[config.mk]
export PLATFORM = sky130hd
export DESIGN_NAME = block_d_sched_flat
export DESIGN_NICKNAME = d
export VERILOG_FILES = /design/src/rtl/block_d_sched_pkg.sv /design/src/rtl/block_d_sched_if.sv /design/src/rtl/block_d_sched_rr_arbiter.sv /design/src/rtl/block_d_sched.sv /design/src/flat_wrapper.sv
export SDC_FILE = /design/constraint.sdc
export NUM_CORES = 1
export LEC_CHECK = 0
export BUFFER_PORTS_ARGS = -buffer_cell sky130_fd_sc_hd__buf_2
export CAP_MARGIN = 5
export CORE_AREA = 2 2 51 53
export CTS_CLUSTER_SIZE = 20
export DETAILED_ROUTE_END_ITERATION = 8
export DIE_AREA = 0 0 53 55
export PLACE_DENSITY_LB_ADDON = 0.25
export SYNTH_ARGS = -nofsm -noshare
export SYNTH_HDL_FRONTEND = slang
export SYNTH_SLANG_ARGS = --single-unit
[constraint.sdc]
create_clock -name clk -period 2.6 [get_ports clk]
set_input_delay 0.39 -clock clk [delete_from_list [all_inputs] [get_ports clk]]
set_output_delay 0.39 -clock clk [all_outputs]
set_load 0.1 [all_outputs]
[src/rtl/block_d_sched_pkg.sv]
// Shared types and helpers for the block_d round-robin front-end scheduler.
package block_d_sched_pkg;

    typedef enum logic [2:0] {
        S_IDLE,
        S_GRANT,
        S_BURST,
        S_DRAIN,
        S_DONE
    } state_e;

    // Ceiling log2, floored at 1 so the result can always size a vector.
    function automatic int unsigned clog2(input int unsigned v);
        int unsigned r;
        r = 0;
        while ((64'd1 << r) < 64'(v)) r++;
        return (r == 0) ? 1 : r;
    endfunction

endpackage

[src/rtl/block_d_sched_if.sv]
// Requester-side and datapath-side signals of the block_d scheduler.
interface block_d_sched_if #(
    parameter int unsigned DATA_WIDTH = 1,
    parameter int unsigned NUM_REQ    = 2
);
    import block_d_sched_pkg::*;

    localparam int unsigned ID_W = clog2(NUM_REQ);

    logic [NUM_REQ-1:0]            req_valid;
    logic [NUM_REQ*DATA_WIDTH-1:0] req_data;
    logic [NUM_REQ-1:0]            req_ready;
    logic [DATA_WIDTH-1:0]         dp_data_in;
    logic                          dp_clk_en;
    logic                          dp_data_en;
    logic [ID_W-1:0]               grant_id;
    logic                          busy;
    logic                          done;

    modport master (
        output req_valid, req_data, dp_data_en,
        input  req_ready, dp_data_in, dp_clk_en, grant_id, busy, done
    );

    modport slave (
        input  req_valid, req_data, dp_data_en,
        output req_ready, dp_data_in, dp_clk_en, grant_id, busy, done
    );

endinterface

[src/rtl/block_d_sched_rr_arbiter.sv]
// Combinational round-robin pick: first set request at or after ptr, wrapping.
module rr_arbiter
    import block_d_sched_pkg::*;
#(
    parameter  int unsigned NUM_REQ = 2,
    localparam int unsigned IDX_W   = clog2(NUM_REQ)
) (
    input  logic [NUM_REQ-1:0] req,
    input  logic [IDX_W-1:0]   ptr,
    output logic [NUM_REQ-1:0] gnt,
    output logic [IDX_W-1:0]   idx,
    output logic               any
);

    logic [IDX_W-1:0] cand;

    // Scan from the farthest offset back to ptr so the nearest hit is kept last.
    always_comb begin
        gnt  = '0;
        idx  = '0;
        any  = 1'b0;
        cand = '0;
        for (int k = int'(NUM_REQ) - 1; k >= 0; k--) begin
            cand = IDX_W'((32'(ptr) + 32'(k)) % NUM_REQ);
            if (req[cand]) begin
                idx = cand;
                any = 1'b1;
            end
        end
        if (any) gnt[idx] = 1'b1;
    end

endmodule

[src/rtl/block_d_sched.sv]
// Shares block_d's single data_in/clk_en entry between NUM_REQ requesters,
// one burst of up to BURST_LEN beats per grant followed by SETTLE drain cycles.
module block_d_sched
    import block_d_sched_pkg::*;
#(
    parameter int unsigned DATA_WIDTH = 1,
    parameter int unsigned NUM_REQ    = 2,
    parameter int unsigned BURST_LEN  = 4,
    parameter int unsigned SETTLE     = 2
) (
    input  logic            clk,
    input  logic            rst,
    block_d_sched_if.slave  bus
);

    localparam int unsigned ID_W        = clog2(NUM_REQ);
    localparam int unsigned CNT_W       = clog2(BURST_LEN + 1);
    localparam int unsigned SET_W       = clog2(SETTLE + 1);
    localparam int unsigned SETTLE_LAST = (SETTLE > 0) ? SETTLE - 1 : 0;

    state_e                state, next_state;
    logic [ID_W-1:0]       ptr;
    logic [ID_W-1:0]       winner;
    logic [NUM_REQ-1:0]    win_onehot;
    logic [CNT_W-1:0]      beat_cnt;
    logic [SET_W-1:0]      drain_cnt;
    logic [DATA_WIDTH-1:0] dp_data_q;
    logic                  dp_clk_en_q;
    logic [ID_W-1:0]       grant_id_q;
    logic                  busy_q;
    logic                  done_q;

    logic [NUM_REQ-1:0]    arb_gnt;
    logic [ID_W-1:0]       arb_idx;
    logic                  arb_any;
    logic                  win_valid_c;
    logic                  beat_c;
    logic [DATA_WIDTH-1:0] win_data_c;

    rr_arbiter #(.NUM_REQ(NUM_REQ)) u_arb (
        .req (bus.req_valid),
        .ptr (ptr),
        .gnt (arb_gnt),
        .idx (arb_idx),
        .any (arb_any)
    );

    assign win_valid_c = |(bus.req_valid & win_onehot);
    assign win_data_c  = bus.req_data[32'(winner)*DATA_WIDTH +: DATA_WIDTH];

    always_ff @(posedge clk or negedge rst) begin
        if (!rst) state <= S_IDLE;
        else      state <= next_state;
    end

    // Burst ends on the beat that fills the counter or on the first idle cycle.
    always_comb begin
        next_state = state;
        beat_c     = 1'b0;
        unique case (state)
            S_IDLE:  if (|bus.req_valid) next_state = S_GRANT;
            S_GRANT: next_state = arb_any ? S_BURST : S_IDLE;
            S_BURST: begin
                beat_c = win_valid_c;
                if (!win_valid_c || beat_cnt == CNT_W'(BURST_LEN - 1))
                    next_state = (SETTLE == 0) ? S_DONE : S_DRAIN;
            end
            S_DRAIN: begin
                if (bus.dp_data_en || drain_cnt == SET_W'(SETTLE_LAST))
                    next_state = S_DONE;
            end
            S_DONE:  next_state = S_IDLE;
            default: next_state = S_IDLE;
        endcase
    end

    always_ff @(posedge clk or negedge rst) begin
        if (!rst) begin
            ptr         <= '0;
            winner      <= '0;
            win_onehot  <= '0;
            beat_cnt    <= '0;
            drain_cnt   <= '0;
            dp_data_q   <= '0;
            dp_clk_en_q <= 1'b0;
            grant_id_q  <= '0;
            busy_q      <= 1'b0;
            done_q      <= 1'b0;
        end else begin
            if (state == S_GRANT) begin
                winner     <= arb_idx;
                win_onehot <= arb_gnt;
                beat_cnt   <= '0;
                grant_id_q <= arb_idx;
            end else begin
                if (beat_c) beat_cnt <= beat_cnt + CNT_W'(1);
                if (next_state == S_IDLE) grant_id_q <= '0;
            end

            drain_cnt <= (state == S_DRAIN) ? drain_cnt + SET_W'(1) : '0;

            // Datapath sees each beat one cycle later; drain re-enables with data held.
            if (beat_c) dp_data_q <= win_data_c;
            dp_clk_en_q <= beat_c || (state == S_DRAIN);

            // Last owner drops to lowest priority for the next arbitration.
            if (state == S_DONE)
                ptr <= (winner == ID_W'(NUM_REQ - 1)) ? '0 : winner + ID_W'(1);

            busy_q <= (next_state == S_BURST) || (next_state == S_DRAIN);
            done_q <= (next_state == S_DONE);
        end
    end

    assign bus.req_ready  = (state == S_BURST) ? (bus.req_valid & win_onehot) : '0;
    assign bus.dp_data_in = dp_data_q;
    assign bus.dp_clk_en  = dp_clk_en_q;
    assign bus.grant_id   = grant_id_q;
    assign bus.busy       = busy_q;
    assign bus.done       = done_q;

endmodule

[src/flat_wrapper.sv]
// flat-port wrapper written by rule: the top's interface ports become plain ports
module block_d_sched_flat import block_d_sched_pkg::*;
#(
    parameter int unsigned DATA_WIDTH = 1,
    parameter int unsigned NUM_REQ    = 2,
    parameter int unsigned BURST_LEN  = 4,
    parameter int unsigned SETTLE     = 2
)
  (clk, rst, bus_req_valid, bus_req_data, bus_dp_data_en, bus_req_ready, bus_dp_data_in, bus_dp_clk_en, bus_grant_id, bus_busy, bus_done);
  block_d_sched_if #(.DATA_WIDTH(DATA_WIDTH), .NUM_REQ(NUM_REQ)) bus_i ();
  input  logic clk;
  input  logic rst;
  input wire logic [$bits(bus_i.req_valid)-1:0] bus_req_valid;
  input wire logic [$bits(bus_i.req_data)-1:0] bus_req_data;
  input wire logic [$bits(bus_i.dp_data_en)-1:0] bus_dp_data_en;
  output wire logic [$bits(bus_i.req_ready)-1:0] bus_req_ready;
  output wire logic [$bits(bus_i.dp_data_in)-1:0] bus_dp_data_in;
  output wire logic [$bits(bus_i.dp_clk_en)-1:0] bus_dp_clk_en;
  output wire logic [$bits(bus_i.grant_id)-1:0] bus_grant_id;
  output wire logic [$bits(bus_i.busy)-1:0] bus_busy;
  output wire logic [$bits(bus_i.done)-1:0] bus_done;
  assign bus_i.req_valid = bus_req_valid;
  assign bus_i.req_data = bus_req_data;
  assign bus_i.dp_data_en = bus_dp_data_en;
  assign bus_req_ready = bus_i.req_ready;
  assign bus_dp_data_in = bus_i.dp_data_in;
  assign bus_dp_clk_en = bus_i.dp_clk_en;
  assign bus_grant_id = bus_i.grant_id;
  assign bus_busy = bus_i.busy;
  assign bus_done = bus_i.done;
  block_d_sched #(.DATA_WIDTH(DATA_WIDTH), .NUM_REQ(NUM_REQ), .BURST_LEN(BURST_LEN), .SETTLE(SETTLE)) u_core (.clk(clk), .rst(rst), .bus(bus_i));
endmodule
==> results of run 1 <==
-- critical path, cell delays in order (launching register included) --
cell and delay (ns):
dfrtp_1 0.47, or3b_1 0.45, nor2_1 0.12, buf_2 0.43
-- cell usage after synthesis (2+ instances only) --
library cell	count	area share (%)
a21oi_1	4	2.5
nor2b_1	2	1.6
inv_1	3	1.4
nor2_1	8	3.8
dfrtp_1	17	54
ha_1	3	4.8
o21ai_0	3	1.9
nand2_1	14	6.7
or3b_1	2	2.2
mux2i_1	3	3.8
nor3_1	2	1.3
-- cell usage in the layout (no fill, tap or decap), types with 2 or more instances in the layout --
cell | netlist | layout
o21ai_0 | 3 | 3
a21oi_1 | 4 | 4
inv_1 | 3 | 3
nor3_1 | 2 | 2
buf_2 | 1 | 13
mux2i_1 | 3 | 3
nor2b_1 | 2 | 2
ha_1 | 3 | 3
nor2_1 | 8 | 8
nand2_1 | 14 | 14
clkbuf_4 | 0 | 3
dfrtp_1 | 17 | 17
or3b_1 | 2 | 2
-- flip-flops by register name (all words and copies together), names as in the netlist --
register               cells
u_core.bus.dp_data_in      1
u_core.bus.grant_id        1
u_core.ptr                 1
u_core.win_onehot          2
u_core.bus.done            1
u_core.bus.dp_clk_en       1
u_core.drain_cnt           2
u_core.beat_cnt            3
u_core.state               3
u_core.winner              1
u_core.bus.busy            1
-- worst min path at each step --
stage	cells after the start	end	slack [ns]
floorplan	0	u_core.beat_cnt[0]$_DFFE_PN0P_	0.09
global placement	1	u_core.drain_cnt[0]$_DFF_PN0_	0.34
detailed placement	1	u_core.drain_cnt[0]$_DFF_PN0_	0.34
CTS	1	u_core.drain_cnt[0]$_DFF_PN0_	0.02
global route	1	u_core.drain_cnt[0]$_DFF_PN0_	0.02
finish	1	u_core.state[2]$_DFF_PN0_	0.008
-- power groups by stage --
| stage | clock network [mW] | registers (mW) | logic, mW |
|---|---|---|---|
| 2_1_floorplan | 0 | 0.662 | 0.300 |
| 3_3_place_gp | 0 | 0.457 | 0.604 |
| 3_5_place_dp | 0 | 0.463 | 0.604 |
| 4_1_cts | 0.148 | 0.456 | 0.607 |
| 5_1_grt | 0.162 | 0.469 | 0.653 |
| 6_report | 0.141 | 0.455 | 0.601 |
-- layout make-up --
type                            instances  share of cell area [%]
Timing Repair Buffer                   13                    7.16
Sequential cell                        17                    46.8
Inverter                                3                    1.24
Tap cell                               30                    4.13
Clock buffer                            4                    2.89
Multi-Input combinational cell         54                    37.7
-- per-layer routing --
| metal | GRT usage (%) | up-vias |
|---|---|---|
| met3 | 2.42 | 2 |
| met4 | 5.13 | 0 |
| li1 | - | 289 |
| met2 | 17.7 | 7 |
| met5 | 0 | - |
| met1 | 14.9 | 274 |
-- cells by family after synthesis --
| group | Yosys count |
|---|---|
| adder cells (fa/ha/maj) | 3 |
| buffers and inverters | 5 |
| flip-flops | 17 |
| AO/OA/AOI/OAI | 12 |
| multiplexers | 5 |
| AND/OR/NAND/NOR | 34 |
-- stage by stage --
step | hold WS [ns] | power (mW) | util [%] | cells | area, µm²
floorplan | 0.0944 | 0.961 | - | 76 | 788
global placement | 0.339 | 1.06 | 37.3 | 117 | 882
detailed placement | 0.338 | 1.07 | 37.3 | 117 | 882
CTS | 0.0206 | 1.21 | 38.4 | 121 | 908
global route | 0.0151 | 1.28 | 38.4 | 121 | 908
finish | 0.00799 | 1.20 | 38.4 | 121 | 908
==> flow_summary.toml, run 1 <==
[setup_path]
critPathLaunchType = "flop"
cp-endpoint = "bus_req_ready[1]"
reg2regPathDepth = 3
rr_startpoint = "u_core.state[2]$_DFF_PN0_"
crit_path_end_kind = "output port"
crit_arrival_ns = 1.75
timing.rr.end = "u_core.bus.dp_data_in$_DFFE_PN0P_"
crit_fanout = 9
r2r_slack_ns = 1.08
required_ns = 2.21
critPathLaunch = "u_core.state[2]$_DFF_PN0_"
path_class = "flop to output port"

[timing]
final.setup.tns_ns = 0
finalSetupViolations = 0
fin_ws_ns = 0.460
rsz0062_at_grt = "false"
tightestPinTransition_ns = 0.485
drv_slew = 0
skew_ns = 0.00405
timing.final.crit_period_ns = 2.14
timing.final.crit_share_pct = 82.3
max_slew_margin_pct = 67.9
final_hold_viol_count = 0
max_freq_mhz = 467

[clocking]
clk-insertion-delay-late_ns = 0.28
clockBufferDepth = 2
cts_setup_buffers = 0
htree_levels = 1
cts.reportedPaths.clkPinSlew_ns = 0.10
root_buffer = "clkbuf_4"
cts_tree = "built"
cts_sinks = 17
cts_resized = 0
ctsHoldBuffers = 0
cts_buffers = 3

[status]
status = "finished, final reports clean"

[yosys]
syn_inst = 76
yosys_most_used_dff = "dfrtp_1"
synth_area_um2 = 788
syn_nets = 86
ys_types = 26
synth_top_family_by_area = "simple AND/OR/NAND/NOR gates"
synth_compound_area_share_pct = 9.52
synth-simple-area-share_pct = 22.1
yosys.area_share.adder_pct = 4.76
syn_avg_cell_area_um2 = 10.4
synth_edf_count = 0
synth_xor_area_share_pct = 0
ys_ff_latch = 17
async_flop_share_pct = 100
yosys_warnings = 0
synth_mux_area_share_pct = 7.14
ys_seq_area_share_pct = 54.0

[job]
max-cap-violations = 0

[place]
routabilityCongestion = 0.747
dpl_worst_slack_ns = 0.783
dp_hpwl_um = 1040
port-buffer-count = 13

[pwr]
switching_power_uw = 598
intPower_uw = 599
swShare_pct = 50.0
p_leak_nw = 0.463
clockPowerShare_pct = 11.8
combPwrFrac_pct = 50.2
ir_worst_vdd_v = 0.000437
seqPwrFrac_pct = 38.0
powerDensity_nw_per_um2 = 1320

[cells_and_area]
fill_cells = 248
fin_nets = 102
num_antenna_cells = 0
multiInputGateArea_um2 = 343
drive_gt1_share_pct = 22.0
regArea_um2 = 425
syn2layout_area_growth_pct = 15.2

[grt]
grt_usage_pct = 11.3
grt_pass1_vias = 544
grt_max_degree = 18
grt-ovfl-total = 0
grt_pass1_wl_um = 2350
antenna_found_initial = 0

[drt]
ant_nets = 0
first_pass_iters = 4
drt-met1-wl_um = 655
wl_met2_um = 672
drc = 0
wl_met3_um = 54
wire_per_inst_um = 11.5
vias_per_cell = 4.73
routed_wl_um = 1390
top_layer = "met4"
first_iter_violations = 16
num_vias = 572

[floorplanning]
fp.dieH_um = 55
dieWidth_um = 53
dieArea_um2 = 2920
rows = 18
core_area_um2 = 2360
initial_core_util_pct = 33.3
io-pin-count = 14

[hold_path]
holdCritPathClass = "primary input to async pin"
(Power assumes the default switching activity.)
==> run 2: changes to the inputs <==
Clock period 2.6 ns to 1.9 ns, I/O delays scaled along.
==> run 2 against run 1 <==
- total power is 41% higher
- routed wire length is 2.9% higher
- flip-flop and latch count is the same
- critical path type unchanged
- largest cell class unchanged
==> flow_summary.toml, run 2 (synthesized netlist as in run 1, its figures left out) <==
[status]
status = "finished, final reports clean"

[clocking]
cts_sinks = 17
clk-insertion-delay-late_ns = 0.29
clockBufferDepth = 2
cts_setup_buffers = 0
htree_levels = 1
root_buffer = "clkbuf_4"
cts.reportedPaths.clkPinSlew_ns = 0.10
cts_buffers = 3
cts_tree = "built"

[timing]
timing.final.crit_period_ns = 1.80
timing.final.crit_share_pct = 95.0
max_freq_mhz = 554
skew_ns = 0.00679
drv_slew = 0
finalSetupViolations = 0
final.setup.tns_ns = 0
whs_ns = 0.274
tightestPinTransition_ns = 0.486
final_hold_viol_count = 0
rsz0062_at_grt = "false"
max_slew_margin_pct = 67.8

[place]
dp_hpwl_um = 1090
port-buffer-count = 13
place_inst = 117
routabilityCongestion = 0.749

[grt]
antenna_found_initial = 0
grt_max_degree = 18
grt-ovfl-total = 0
grt_pass1_wl_um = 2540
grt_usage_pct = 12.8
grt_pass1_vias = 608

[cells_and_area]
fill_cells = 253
top_regs = "u_core.beat_cnt (3), u_core.state (3)"
layout_common_cells = "14 x nand2_1, 14 x dfrtp_1, 11 x buf_2, 6 x nor2_1, 4 x a21oi_1"
num_antenna_cells = 0
final_cells = 122
drive_gt1_share_pct = 28.3
postLayoutCoreUtil_pct = 40.6
fin_nets = 103
syn2layout_area_growth_pct = 21.7

[pwr]
power_mw = 1.68
ir_worst_vdd_v = 0.000852
powerDensity_nw_per_um2 = 1750
p_leak_nw = 0.470

[drt]
first_iter_violations = 3
routed_wl_um = 1440
drc = 0
wire_per_inst_um = 11.8
vias_per_cell = 4.79
ant_nets = 0
first_pass_iters = 2
num_vias = 584

[floorplanning]
initial_core_util_pct = 33.3
rows = 18
fp.dieH_um = 55
io-pin-count = 14
dieArea_um2 = 2920
dieWidth_um = 53
core_area_um2 = 2360

[setup_path]
required_ns = 1.62
crit_arrival_ns = 1.52
cpPeakStageDelay_ns = 0.47
critPathLaunchType = "flop"
crit_path_end_kind = "output port"
crit_fanout = 9
path_class = "flop to output port"
rr_startpoint = "u_core.state[2]$_DFF_PN0_"
worstPathCellList = "or3b_4 > nor2_2 > buf_12"
crit_path_top_delay_cell = "dfrtp_2"
critPathLaunch = "u_core.state[2]$_DFF_PN0_"

[hold_path]
holdCritPathClass = "primary input to flop"
min_from = "bus_dp_data_en"

[job]
max-cap-violations = 0
## run 2: worst max-delay path: cells and delay by family, from the launching register on
family                 cells  cell delay (ns)
and+or+nand+nor            2             0.57
buffers and inverters      1             0.19
DFF                        1             0.47
## run 2: stage by stage
step	worst slack (ns)	instance area, µm²
finish	0.0955	960
global placement	0.357	917
CTS	0.0104	955
global route	0.0192	960
floorplan	-0.103	793
detailed placement	0.337	917
## run 2: path summary, 6_finish.rpt
check                                                         end  slack (ns)  cells past startpoint
worst max-delay path                             bus_req_ready[0]         0.1                      3
worst min-delay path                    u_core.bus.done$_DFF_PN0_        0.27                      3
worst max register to register  u_core.bus.dp_data_in$_DFFE_PN0P_        0.42                      3
worst min register to register      u_core.drain_cnt[0]$_DFF_PN0_        0.44                      1
max in group asynchronous               u_core.state[0]$_DFF_PN0_        1.16                      2
min in group asynchronous          u_core.beat_cnt[2]$_DFFE_PN0P_        0.44                      2
## run 2: where the power goes
part | internal [mW] | switching (mW) | leakage, nW
sequential | 0.510 | 0.124 | 0.215
combinational | 0.264 | 0.593 | 0.239
clock | 0.0816 | 0.110 | 0.0150
total | 0.855 | 0.827 | 0.470
## run 2: area by class of cell
cell class / instances / area, µm² / share of cell area [%]
Multi-Input combinational cell: 54 / 350 / 36.5
Inverter: 3 / 11.3 / 1.17
Clock buffer: 4 / 26.3 / 2.74
Sequential cell: 17 / 429 / 44.7
Timing Repair Buffer: 14 / 105 / 11.0
Tap cell: 30 / 37.5 / 3.91
## run 2: metal layers
layer	GRT usage, %	part of all wire (%)	vias to the layer above
li1	-	-	287
met1	14.8	44	287
met2	20.8	50	6
met3	3.23	3.1	4
met4	8.97	2.6	0
met5	0	0	-
## run 2: what timing repair did
item / CTS / global route
endpoints found under the setup margin: 2 / 2
gates resized for setup: 1 / 3
pin swaps: 0 / 2
hold buffers: 1 / 0
hold endpoints to repair: 17 / 0
